<file path="src/rtl/button_pkg.sv">
// Shared types and board constants for the user-button input path.
// No logic of its own; state encoding is shared with the debouncer.
package button_pkg;

    localparam int SYNC_STAGES = 2;
    localparam int CLK_HZ      = 12000000;

    typedef enum logic [1:0] {
        ST_RELEASED     = 2'd0,
        ST_PRESS_WAIT   = 2'd1,
        ST_HELD         = 2'd2,
        ST_RELEASE_WAIT = 2'd3
    } btn_state_t;

endpackage

</file>
<file path="src/rtl/sync_2ff.sv">
// Generic two-flop synchroniser for asynchronous board inputs; reset value is a parameter.
// Latency: 2 clk_i edges; no backpressure.
module sync_2ff #(
    parameter logic RST_VAL = 1'b0
) (
    input  logic clk_i,
    input  logic rst_n_i,
    input  logic d_i,
    output logic q_o
);

    logic meta_q;
    logic sync_q;

    always_ff @(posedge clk_i or negedge rst_n_i) begin
        if (!rst_n_i) begin
            meta_q <= RST_VAL;
            sync_q <= RST_VAL;
        end else begin
            meta_q <= d_i;
            sync_q <= meta_q;
        end
    end

    assign q_o = sync_q;

endmodule

</file>
<file path="src/rtl/button_debounce.sv">
// Debounces the active-low user button into a level, press/release pulses and a press count.
// Latency: 2 + DEBOUNCE_CYCLES edges per accepted change; no backpressure. LONG_PRESS_EN adds LONG_P.
module button_debounce
    import button_pkg::*;
#(
    parameter int DEBOUNCE_CYCLES = 120000,
    parameter int LONG_CYCLES     = 12000000,
    parameter int CNT_W           = 8
) (
    input  logic             clk_i,
    input  logic             rst_n_i,
    input  logic             btn_n_i,
    output logic             pressed_o,
    output logic             press_p_o,
    output logic             release_p_o,
    output logic [CNT_W-1:0] press_cnt_o,
    output logic             long_p_o
);

    localparam int              DB_W    = $clog2(DEBOUNCE_CYCLES);
    localparam logic [DB_W-1:0] DB_LAST = DB_W'(DEBOUNCE_CYCLES - 1);

    if (DEBOUNCE_CYCLES < 2) begin : g_bad_debounce
        $error("DEBOUNCE_CYCLES must be at least 2");
    end
    if (LONG_CYCLES < 1) begin : g_bad_long
        $error("LONG_CYCLES must be at least 1");
    end

    btn_state_t       state_q, state_d;
    logic [DB_W-1:0]  db_cnt_q, db_cnt_d;
    logic [CNT_W-1:0] press_cnt_q, press_cnt_d;
    logic             pressed_q, pressed_d;
    logic             press_p_q, press_p_d;
    logic             release_p_q, release_p_d;
    logic             sync_n;
    logic             btn;

    // Reset value 1 keeps the synchroniser reading "released" until the pin is sampled.
    sync_2ff #(.RST_VAL(1'b1)) u_sync (
        .clk_i   (clk_i),
        .rst_n_i (rst_n_i),
        .d_i     (btn_n_i),
        .q_o     (sync_n)
    );

    assign btn = ~sync_n;

    always_ff @(posedge clk_i or negedge rst_n_i) begin
        if (!rst_n_i) begin
            state_q     <= ST_RELEASED;
            db_cnt_q    <= '0;
            press_cnt_q <= '0;
            pressed_q   <= 1'b0;
            press_p_q   <= 1'b0;
            release_p_q <= 1'b0;
        end else begin
            state_q     <= state_d;
            db_cnt_q    <= db_cnt_d;
            press_cnt_q <= press_cnt_d;
            pressed_q   <= pressed_d;
            press_p_q   <= press_p_d;
            release_p_q <= release_p_d;
        end
    end

    always_comb begin
        state_d     = state_q;
        db_cnt_d    = db_cnt_q;
        press_cnt_d = press_cnt_q;
        press_p_d   = 1'b0;
        release_p_d = 1'b0;
        case (state_q)
            ST_RELEASED: begin
                if (btn) begin
                    state_d  = ST_PRESS_WAIT;
                    db_cnt_d = '0;
                end
            end
            ST_PRESS_WAIT: begin
                if (!btn) begin
                    state_d = ST_RELEASED;
                end else if (db_cnt_q == DB_LAST) begin
                    state_d     = ST_HELD;
                    press_p_d   = 1'b1;
                    press_cnt_d = press_cnt_q + CNT_W'(1);
                end else begin
                    db_cnt_d = db_cnt_q + DB_W'(1);
                end
            end
            ST_HELD: begin
                if (!btn) begin
                    state_d  = ST_RELEASE_WAIT;
                    db_cnt_d = '0;
                end
            end
            ST_RELEASE_WAIT: begin
                if (btn) begin
                    state_d = ST_HELD;
                end else if (db_cnt_q == DB_LAST) begin
                    state_d     = ST_RELEASED;
                    release_p_d = 1'b1;
                end else begin
                    db_cnt_d = db_cnt_q + DB_W'(1);
                end
            end
            default: state_d = ST_RELEASED;
        endcase
        pressed_d = (state_d == ST_HELD) || (state_d == ST_RELEASE_WAIT);
    end

    assign pressed_o   = pressed_q;
    assign press_p_o   = press_p_q;
    assign release_p_o = release_p_q;
    assign press_cnt_o = press_cnt_q;

`ifdef LONG_PRESS_EN
    localparam int                HOLD_W   = $clog2(LONG_CYCLES + 1);
    localparam logic [HOLD_W-1:0] HOLD_MAX = HOLD_W'(LONG_CYCLES);

    logic [HOLD_W-1:0] hold_cnt_q, hold_cnt_d;
    logic              long_p_q, long_p_d;

    // Only a fresh acceptance clears the count; a release bounce back into HELD keeps it.
    always_comb begin
        hold_cnt_d = hold_cnt_q;
        long_p_d   = 1'b0;
        if (state_q == ST_PRESS_WAIT && state_d == ST_HELD) begin
            hold_cnt_d = '0;
        end else if ((state_q == ST_HELD || state_q == ST_RELEASE_WAIT) &&
                     hold_cnt_q != HOLD_MAX) begin
            hold_cnt_d = hold_cnt_q + HOLD_W'(1);
            long_p_d   = (hold_cnt_d == HOLD_MAX);
        end
    end

    always_ff @(posedge clk_i or negedge rst_n_i) begin
        if (!rst_n_i) begin
            hold_cnt_q <= '0;
            long_p_q   <= 1'b0;
        end else begin
            hold_cnt_q <= hold_cnt_d;
            long_p_q   <= long_p_d;
        end
    end

    assign long_p_o = long_p_q;
`else
    assign long_p_o = 1'b0;
`endif

endmodule

</file>
<file path="config.mk">
export PLATFORM = sky130hd
export DESIGN_NAME = button_debounce
export DESIGN_NICKNAME = d
export VERILOG_FILES = /design/src/rtl/button_pkg.sv /design/src/rtl/sync_2ff.sv /design/src/rtl/button_debounce.sv
export SDC_FILE = /design/constraint.sdc
export NUM_CORES = 1
export LEC_CHECK = 0
export BUFFER_PORTS_ARGS = -buffer_cell sky130_fd_sc_hd__buf_2
export CORE_ASPECT_RATIO = 1.4
export CORE_MARGIN = 1.5
export CORE_UTILIZATION = 62
export CTS_CLUSTER_DIAMETER = 30
export DETAILED_ROUTE_END_ITERATION = 10
export PLACE_DENSITY_LB_ADDON = 0.08
export SKIP_CTS_REPAIR_TIMING = 1
export SKIP_LAST_GASP = 1
export SYNTH_ARGS = -nofsm -noshare
export SYNTH_HDL_FRONTEND = slang
export SYNTH_SLANG_ARGS = --single-unit
export TNS_END_PERCENT = 20
</file>
<file path="constraint.sdc">
create_clock -name clk_i -period 6.3 [get_ports clk_i]
set_input_delay 0.945 -clock clk_i [delete_from_list [all_inputs] [get_ports clk_i]]
set_output_delay 0.945 -clock clk_i [all_outputs]
set_load 0.05 [all_outputs]
</file>
Yosys cells after proc, flatten, opt, wreduce, memory -nomap -nowiden
Cells that the tools add are included.
{ "totals": {"regBits": 32, "word_cells": 43} }
{ "classes": {"addsub": 2, "eq_ne": 10, "n_mux": 18, "bitwise": 1, "n_reduce_logical": 4} }
{ "op_table": {"columns": ["op", "n"], "rows": [
  ["$mux 17", 5],
  ["$pmux 17 s4", 1],
  ["$add 17x1->17 const B", 1],
  ["$eq 17x17->1 const B", 1],
  ["$mux 2", 6],
  ["$add 8x1->8 const B", 1],
  ["$eq 2x2->1 const B", 4],
  ["$pmux 2 s4", 1],
  ["$mux 1", 5],
  ["$ne 2x1->1 const B", 2],
  ["$ne 2x2->1 const B", 2],
  ["$reduce_and 4->1", 1],
  ["$reduce_and 3->1", 1],
  ["$eq 2x1->1 const B", 1],
  ["$logic_not 2->1", 1],
  ["$logic_or 1x1->1", 1],
  ["$not 1->1", 1]
]} }

Logic depth before layout (Yosys ltp)
Gate-level depths: netlist (run 1).
{ "depth": {"depth_word": 6, "mapped_depth": 6} }

By module
A second synthesis (run 1) with hierarchy kept.
{ "unflattened": {"hier_cells": 152, "hier_area_um2": 1575.3} }
{ "by_module_without_submodules": {"columns": ["mod", "instances", "cells_each", "area_per_inst_um2"], "rows": [
  ["button_debounce", 1, 150, 1522.7],
  ["sync_2ff", 1, 2, 52.6]
]} }

Least setup slack after synthesis (run 1)
Ideal clock, no wire load.
{ "synth_timing": {"kind": "register to register", "start": "register db_cnt_q[8]", "end": "register press_cnt_q[1] (netlist: press_cnt_o[1])", "setup_time_ps": 125, "t_arrival_ps": 1882, "required_time_ps": 6175, "path_slack_ps": 4293, "stages_incl_launch_ff": 5, "synth_period_minus_slack_ps": 2007, "path_cell_list": "dfrtp_1 or4_2 nor4_1 nand3_1 mux2_2"} }
{ "synth_via": {"elab_chain_cells": 2} }
{ "synth_rtl": {"columns": ["element", "line_no", "source"], "rows": [
  ["start: declaration", "button_debounce.sv:31", "logic [DB_W-1:0] db_cnt_q, db_cnt_d;"],
  ["start signal: assignment", "button_debounce.sv:59", "db_cnt_q <= db_cnt_d;"],
  ["$eq 17x17->1", "button_debounce.sv:83", "end else if (db_cnt_q == DB_LAST) begin"],
  ["$reduce_and 3->1 (no line)", null, null],
  ["end signal: assignment", "button_debounce.sv:60", "press_cnt_q <= press_cnt_d;"],
  ["end: declaration", "button_debounce.sv:32", "logic [CNT_W-1:0] press_cnt_q, press_cnt_d;"]
]} }
No other way between the ends.
A chain may end at the register's enable or synchronous reset.

Worst setup path in the final report (run 1)
{ "layout_timing": {"start": "register db_cnt_q[0]", "end": "register db_cnt_q[16]"} }
{ "layout_via": {"elab_chain_cells": 4, "elab_cells_between_ends": 6, "cone_classes": "add/sub: 1; eq/ne: 1; mux: 4"} }
{ "layout_rtl": {"columns": ["element", "line_no", "source"], "rows": [
  ["$add 17x1->17 or $eq 17x17->1 (tied branches)", null, null],
  ["$mux 17 (*)", "button_debounce.sv:83, button_debounce.sv:100", null],
  ["$mux 17, on equally long branches", "button_debounce.sv:98, button_debounce.sv:81", null],
  ["$pmux 17 s4 (*)", "button_debounce.sv:73", "case (state_q)"]
]} }
Every way passes the cells marked *; elsewhere a longest branch is shown, timed or not. The select of a mux whose other input is x is not followed.

==> impl_metrics.csv, run 1 <==
group,metric,value,unit
status,outcome,"finished, final reports clean",
worst_setup_path,critPathRequiredTime,6560,ps
clock_network,tritoncts,"yes",
finish,final_area,0.00175,mm2
worst_hold_path,hp-class,"register to register",
power_and_ir_drop,p_clk_frac,0.414,
clock_network,clock_latency,340,ps
sta,grt_setup_unrepaired,"no",
sta,worst_slack,4090,ps
global_routing,grt_pass1_vias,1224,
global_routing,antenna_found_initial,0,
worst_setup_path,cp-start-kind,"register",
power_and_ir_drop,power,0.391,mW
finish,drive_above_1_share,0.193,
sta,relSlewSlack,0.545,
synth,synth.avg_cell_area,10.3,um2
placed_design,place_congestion,0.788,
power_and_ir_drop,pwr_density_cell,223,mW/mm2
detailed_routing,drtAntennaViolNets,0,
floorplan,fp.dieH,63.0,um
power_and_ir_drop,p_int,0.304,mW
clock_network,clk_pin_slew,90,ps
floorplan,ios,15,
synth,async_flop_share,1.00,
worst_setup_path,crit_type,"register to register",
detailed_routing,drc_errors,0,
synth,synth_fp_nets,160,
sta,fin_skew,7.51,ps
clock_network,cts_buffer_depth,2,
power_and_ir_drop,vdd_ir_drop_max,0.000149,V
power_and_ir_drop,p_comb_frac,0.048,
finish,n_fill_cell,177,
placed_design,dp_slack,4110,ps
sta,hold_viol_final,0,
synth,synth.area.top_cells,"dfrtp_1, xnor2_1, nand4_1, dfstp_2, nand3_1",
power_and_ir_drop,p_sw_frac,0.222,
global_routing,grt_pass1_wl,5.63,mm
synth,synth_top_area_frac,0.456,
detailed_routing,wl_per_cell,15.3,um
synth,synth_largest_area_cell,"dfrtp_1",
sta,period_share,0.352,
worst_setup_path,end_kind,"register",
sta,finalSetupViolCount,0,
floorplan,die_w,45.8,um
synth,yosysMostFrequentCell,"dfrtp_1",
sta,worst_slew_pin_slew,680,ps
synth,synth.distinct_cells,44,
synth,synthFlopType,"dfrtp_1",
finish,area_growth,10.1,%
detailed_routing,drt_iter0_drc,36,
power_and_ir_drop,pwr-share-seq,0.538,
synth,synthesis.area,0.00159,mm2
floorplan,start_util,0.658,
detailed_routing,first_pass_iters,4,
clock_network,htree_levels,2,
sta,min_period,2210,ps
detailed_routing,finalWirelength,3.15,mm
sta,fmax,452,MHz
clock_network,cts_sinks,31,
placed_design,placed_area,0.00167,mm2
sta,timing.hold.ws,369,ps
floorplan,core,0.00242,mm2
synth,ys_seq_area_frac,0.489,
synth,synth-edff-count,0,
sta,drv_slew,0,
run,drv_cap,0,
placed_design,dp_hpwl,2.25,mm
sta,setup_tns,0,ps
finish,n_antenna_cell,0,
placed_design,io_buffers,13,
power_and_ir_drop,switchingPower,0.0869,mW
placed_design,placed_cells,197,
detailed_routing,viasPerCell,6.21,
worst_setup_path,cp.arrival,2470,ps
synth,synth_common_cells,"dfrtp_1, nand2_1, nand3_1, nand4_1, o21ai_0",
floorplan,rows,21,
synth,syn_inst,155,
clock_network,cts-root-buf,"clkbuf_4",
synth,yosysWarnings,0,
detailed_routing,vias,1273,
finish,final_nets,175,
synth,ys_ff_latch,31,
global_routing,track_usage,0.267,
global_routing,grt_max_degree,32,
finish,final_util,0.725,
power_and_ir_drop,p_leak,0.810,nW
clock_network,cts_buffers,5,
finish,layout.cells.non_filler,205,
worst_setup_path,crit_fanout,12,
floorplan,die_area,0.00288,mm2
global_routing,gr-total-overflow,0,
[final timing paths]
path,from,endpoint,slack (ps),cells past startpoint
hold reg to reg,u_sync.meta_q,u_sync.q_o,370,0
setup / recovery,db_cnt_q[0],db_cnt_q[16],4090,5
hold / removal,u_sync.meta_q,u_sync.q_o,370,0
max in group asynchronous,rst_n_i,db_cnt_q[12],5240,1
setup reg to reg,db_cnt_q[0],db_cnt_q[16],4090,5
min in group asynchronous,rst_n_i,press_cnt_o[7],630,1
[area by class of cell]
class,count,area [um2],share of cell area
clock buffer,6,51.3,0.0293
clock inverter,2,35.0,0.0200
inverter,4,15.0,0.00857
multi-input combinational,115,764,0.436
sequential,31,778,0.444
tap,34,42.5,0.0243
timing repair buffer,13,65.1,0.0371
[cells by family after synthesis]
logic type | Yosys count | share of synthesized area
xor gates and xnor gates | 10 | 0.0550
muxes | 3 | 0.0204
other | 1 | 0.00236
AOI/OAI and AO/OA | 28 | 0.106
buffers and inverters | 9 | 0.0307
DFF | 31 | 0.489
adders and majority gates | 2 | 0.0157
and+or+nand+nor | 71 | 0.281
[state kept, by name, summed over array words and instances (netlist names)]
name and flops:
db_cnt_q 17, press_cnt_o 8, press_p_o 1, pressed_o 1
release_p_o 1, state_q 1, u_sync.meta_q 1, u_sync.q_o 1
[power by group through the flow]
stage / combinational (mW) / clock (mW) / sequential (mW)
after floorplan: 0.0139 / 0 / 0.212
after global placement: 0.0184 / 0 / 0.213
after detailed placement: 0.0189 / 0 / 0.214
after CTS: 0.0191 / 0.165 / 0.210
after global routing: 0.0220 / 0.176 / 0.211
final: 0.0187 / 0.162 / 0.210
[placed cells by master (no fill, tap or decap), types with 2 or more instances in the layout]
cell type,instances
o21ai_0,9
nand2_1,13
inv_1,4
o211ai_1,4
or3_1,3
buf_2,13
nand3_1,10
clkbuf_4,5
a31oi_1,2
xnor2_1,7
ha_1,2
and3_2,2
mux2_2,2
nand4_1,9
and4_1,3
xor2_1,3
nand4b_1,3
dfstp_2,2
nor2_1,6
and3_1,4
or4_1,6
a21oi_1,8
dfrtp_1,29
[worst max-delay path, cell delays in order, from the launching register on]
cell and delay [ps]:
dfrtp_1 410, ha_1 220, and3_1 430, nand4_1 360
or4_1 560, a21oi_1 160
[routing by layer]
metal | vias up | part of all wire | global-route usage
met5 | - | 0 | 0
met4 | 0 | 0.024 | 0.107
met3 | 9 | 0.045 | 0.0780
met2 | 33 | 0.51 | 0.426
met1 | 619 | 0.42 | 0.328
li1 | 612 | - | -
Note: power is estimated with default switching activity, not from simulation.
==> inputs of run 2 (changes only) <==
--- a/config.mk
+++ b/config.mk
@@ -8,7 +8,7 @@
 export BUFFER_PORTS_ARGS = -buffer_cell sky130_fd_sc_hd__buf_2
 export CORE_ASPECT_RATIO = 1.4
 export CORE_MARGIN = 1.5
-export CORE_UTILIZATION = 62
+export CORE_UTILIZATION = 52
 export CTS_CLUSTER_DIAMETER = 30
 export DETAILED_ROUTE_END_ITERATION = 10
 export PLACE_DENSITY_LB_ADDON = 0.08
==> constraint.sdc (replaced) <==
create_clock -name clk_i -period 2 [get_ports clk_i]
set_input_delay 0.3 -clock clk_i [delete_from_list [all_inputs] [get_ports clk_i]]
set_output_delay 0.3 -clock clk_i [all_outputs]
set_load 0.05 [all_outputs]
==> run 2 against run 1 <==
  * First-iteration DRC count fell by 17%
  * Wire length rose by 9.0%
  * Hold slack worse by 320 ps
  * Clock skew about the same
  * Critical path depth is 1 lower
  * Maximum frequency grew 13%
  * Via count rose by 3.9%
  * Sequential share of layout area shrank 3.6 points
  * Die area grew 18%
  * Worst setup slack worse by 4000 ps
  * Clock power increased to 3.1 times the previous value
  * Core utilization fell by 6.3 points
  * Critical endpoint is now press_cnt_o[7]
  * Largest cell class is now multi-input gates
==> impl_metrics.csv, run 2 (synthesis gave the netlist of run 1 again) <==
group,metric,value,unit
status,outcome,"finished, final reports clean",
power_and_ir_drop,pwr-share-seq,0.540,
worst_hold_path,hp-class,"input pin to async pin",
finish,multiInputGateArea,788,um2
floorplan,rows,23,
detailed_routing,drtAntennaViolNets,0,
worst_setup_path,r2r_cells,4,
power_and_ir_drop,p_sw_frac,0.230,
detailed_routing,finalWirelength,3.43,mm
power_and_ir_drop,p_clk_frac,0.407,
clock_network,cts_sinks,31,
sta,drv_slew,0,
detailed_routing,viasPerCell,5.91,
finish,largest_reg_flops,17,
worst_setup_path,crit_fanout,4,
sta,setup_tns,0,ps
sta,period_share,0.980,
power_and_ir_drop,p_comb_frac,0.053,
power_and_ir_drop,p_leak,0.907,nW
clock_network,cts-root-buf,"clkbuf_8",
worst_setup_path,end_kind,"register",
power_and_ir_drop,switchingPower,0.282,mW
clock_network,clock_latency,280,ps
placed_design,place_congestion,0.858,
floorplan,core,0.00288,mm2
clock_network,cts_buffers,5,
worst_setup_path,timing.rr.end,"press_cnt_o[7]",
sta,worst_slew_pin_slew,681,ps
worst_setup_path,rrSetupSlack,40,ps
clock_network,clk_pin_slew,70,ps
clock_network,tritoncts,"yes",
sta,fmax,510,MHz
finish,n_antenna_cell,0,
sta,hold_viol_final,0,
floorplan,die_area,0.00341,mm2
worst_setup_path,cp.arrival,2160,ps
finish,final_nets,191,
detailed_routing,wl_per_cell,15.3,um
placed_design,placed_cells,216,
worst_setup_path,cp-start-kind,"register",
placed_design,io_buffers,13,
detailed_routing,vias,1323,
sta,grt_setup_unrepaired,"yes",
sta,fin_skew,7.32,ps
sta,min_period,1960,ps
worst_setup_path,crit_type,"register to register",
floorplan,die_w,49.8,um
global_routing,antenna_found_initial,0,
finish,final_cell_mix,"dfrtp_1, buf_4, nand2_1, buf_2, nand3_1",
worst_setup_path,reg2reg_from,"db_cnt_q[8]",
floorplan,fp.dieH,68.5,um
global_routing,track_usage,0.228,
global_routing,grt_pass1_wl,5.78,mm
finish,n_fill_cell,247,
finish,area_growth,19.7,%
power_and_ir_drop,pwr_density_cell,644,mW/mm2
floorplan,start_util,0.553,
global_routing,grt_max_degree,32,
clock_network,htree_levels,2,
power_and_ir_drop,vdd_ir_drop_max,0.000590,V
global_routing,gr-total-overflow,0,
finish,regMostFlops,"db_cnt_q",
clock_network,cts_buffer_depth,2,
run,drv_cap,0,
detailed_routing,drt_iter0_drc,30,
floorplan,ios,15,
global_routing,grt_pass1_vias,1281,
finish,layout.cells.non_filler,224,
detailed_routing,drc_errors,0,
worst_setup_path,critPathRequiredTime,2200,ps
power_and_ir_drop,p_int,0.945,mW
finish,final_common_cell,"dfrtp_1",
detailed_routing,first_pass_iters,4,
sta,relSlewSlack,0.546,
finish,drive_above_1_share,0.262,
placed_design,dp_hpwl,2.53,mm
sta,finalSetupViolCount,0,
finish,register_area,778,um2
[run 2: cell types whose count changed in the layout (fill, tap and decap cells not counted), sizes merged]
cell and delta:
bufinv -1, buf +16, clkbuf +1
[run 2: worst max path at each step]
stage,start,slack (ps),to
2_1_floorplan,pressed_o,-5,db_cnt_q[16]
3_3_place_gp,db_cnt_q[8],4,press_cnt_o[7]
3_5_place_dp,db_cnt_q[8],-20,press_cnt_o[7]
4_1_cts,db_cnt_q[8],-50,press_cnt_o[7]
5_1_grt,db_cnt_q[8],-40,press_cnt_o[7]
6_report,db_cnt_q[8],40,press_cnt_o[7]
[run 2: critical path, cell delays in order, from the launching register on]
cell and delay (ps):
dfrtp_1 400, or4b_4 570, or4_4 470, nor4_4 270, xor2_1 170
[run 2: area by class of cell]
| cell class | instances | share of cell area |
|---|---|---|
| inverter | 4 | 0.00788 |
| tap | 37 | 0.0243 |
| clock inverter | 1 | 0.00263 |
| sequential | 31 | 0.409 |
| clock buffer | 7 | 0.0453 |
| multi-input combinational | 115 | 0.414 |
| timing repair buffer | 29 | 0.0972 |
[run 2: power groups by stage]
stage	combinational [mW]	clock (mW)	sequential, mW
global route	0.0767	0.545	0.664
CTS	0.0664	0.510	0.662
detailed placement	0.0658	0	0.674
global placement	0.0636	0	0.673
finish	0.0652	0.500	0.662
floorplan	0.0437	0	0.668
[run 2: layer usage]
metal  track usage  wire length [um]
met1         0.247              1400
met2         0.413              1840
met3        0.0502                97
met4         0.122                90
met5             0                 0
[run 2: through the flow]
step	hold WS, ps	area (um2)	power, mW	setup slack (ps)	util
final	50.4	1900	1.23	39.9	0.662
after global routing	98.3	1900	1.29	-37.2	0.662
after global placement	347	1800	0.736	3.58	0.624
after floorplan	4.41	1600	0.711	-5.39	-
after detailed placement	347	1800	0.739	-24.5	0.624
after CTS	72.4	1890	1.24	-46.7	0.656
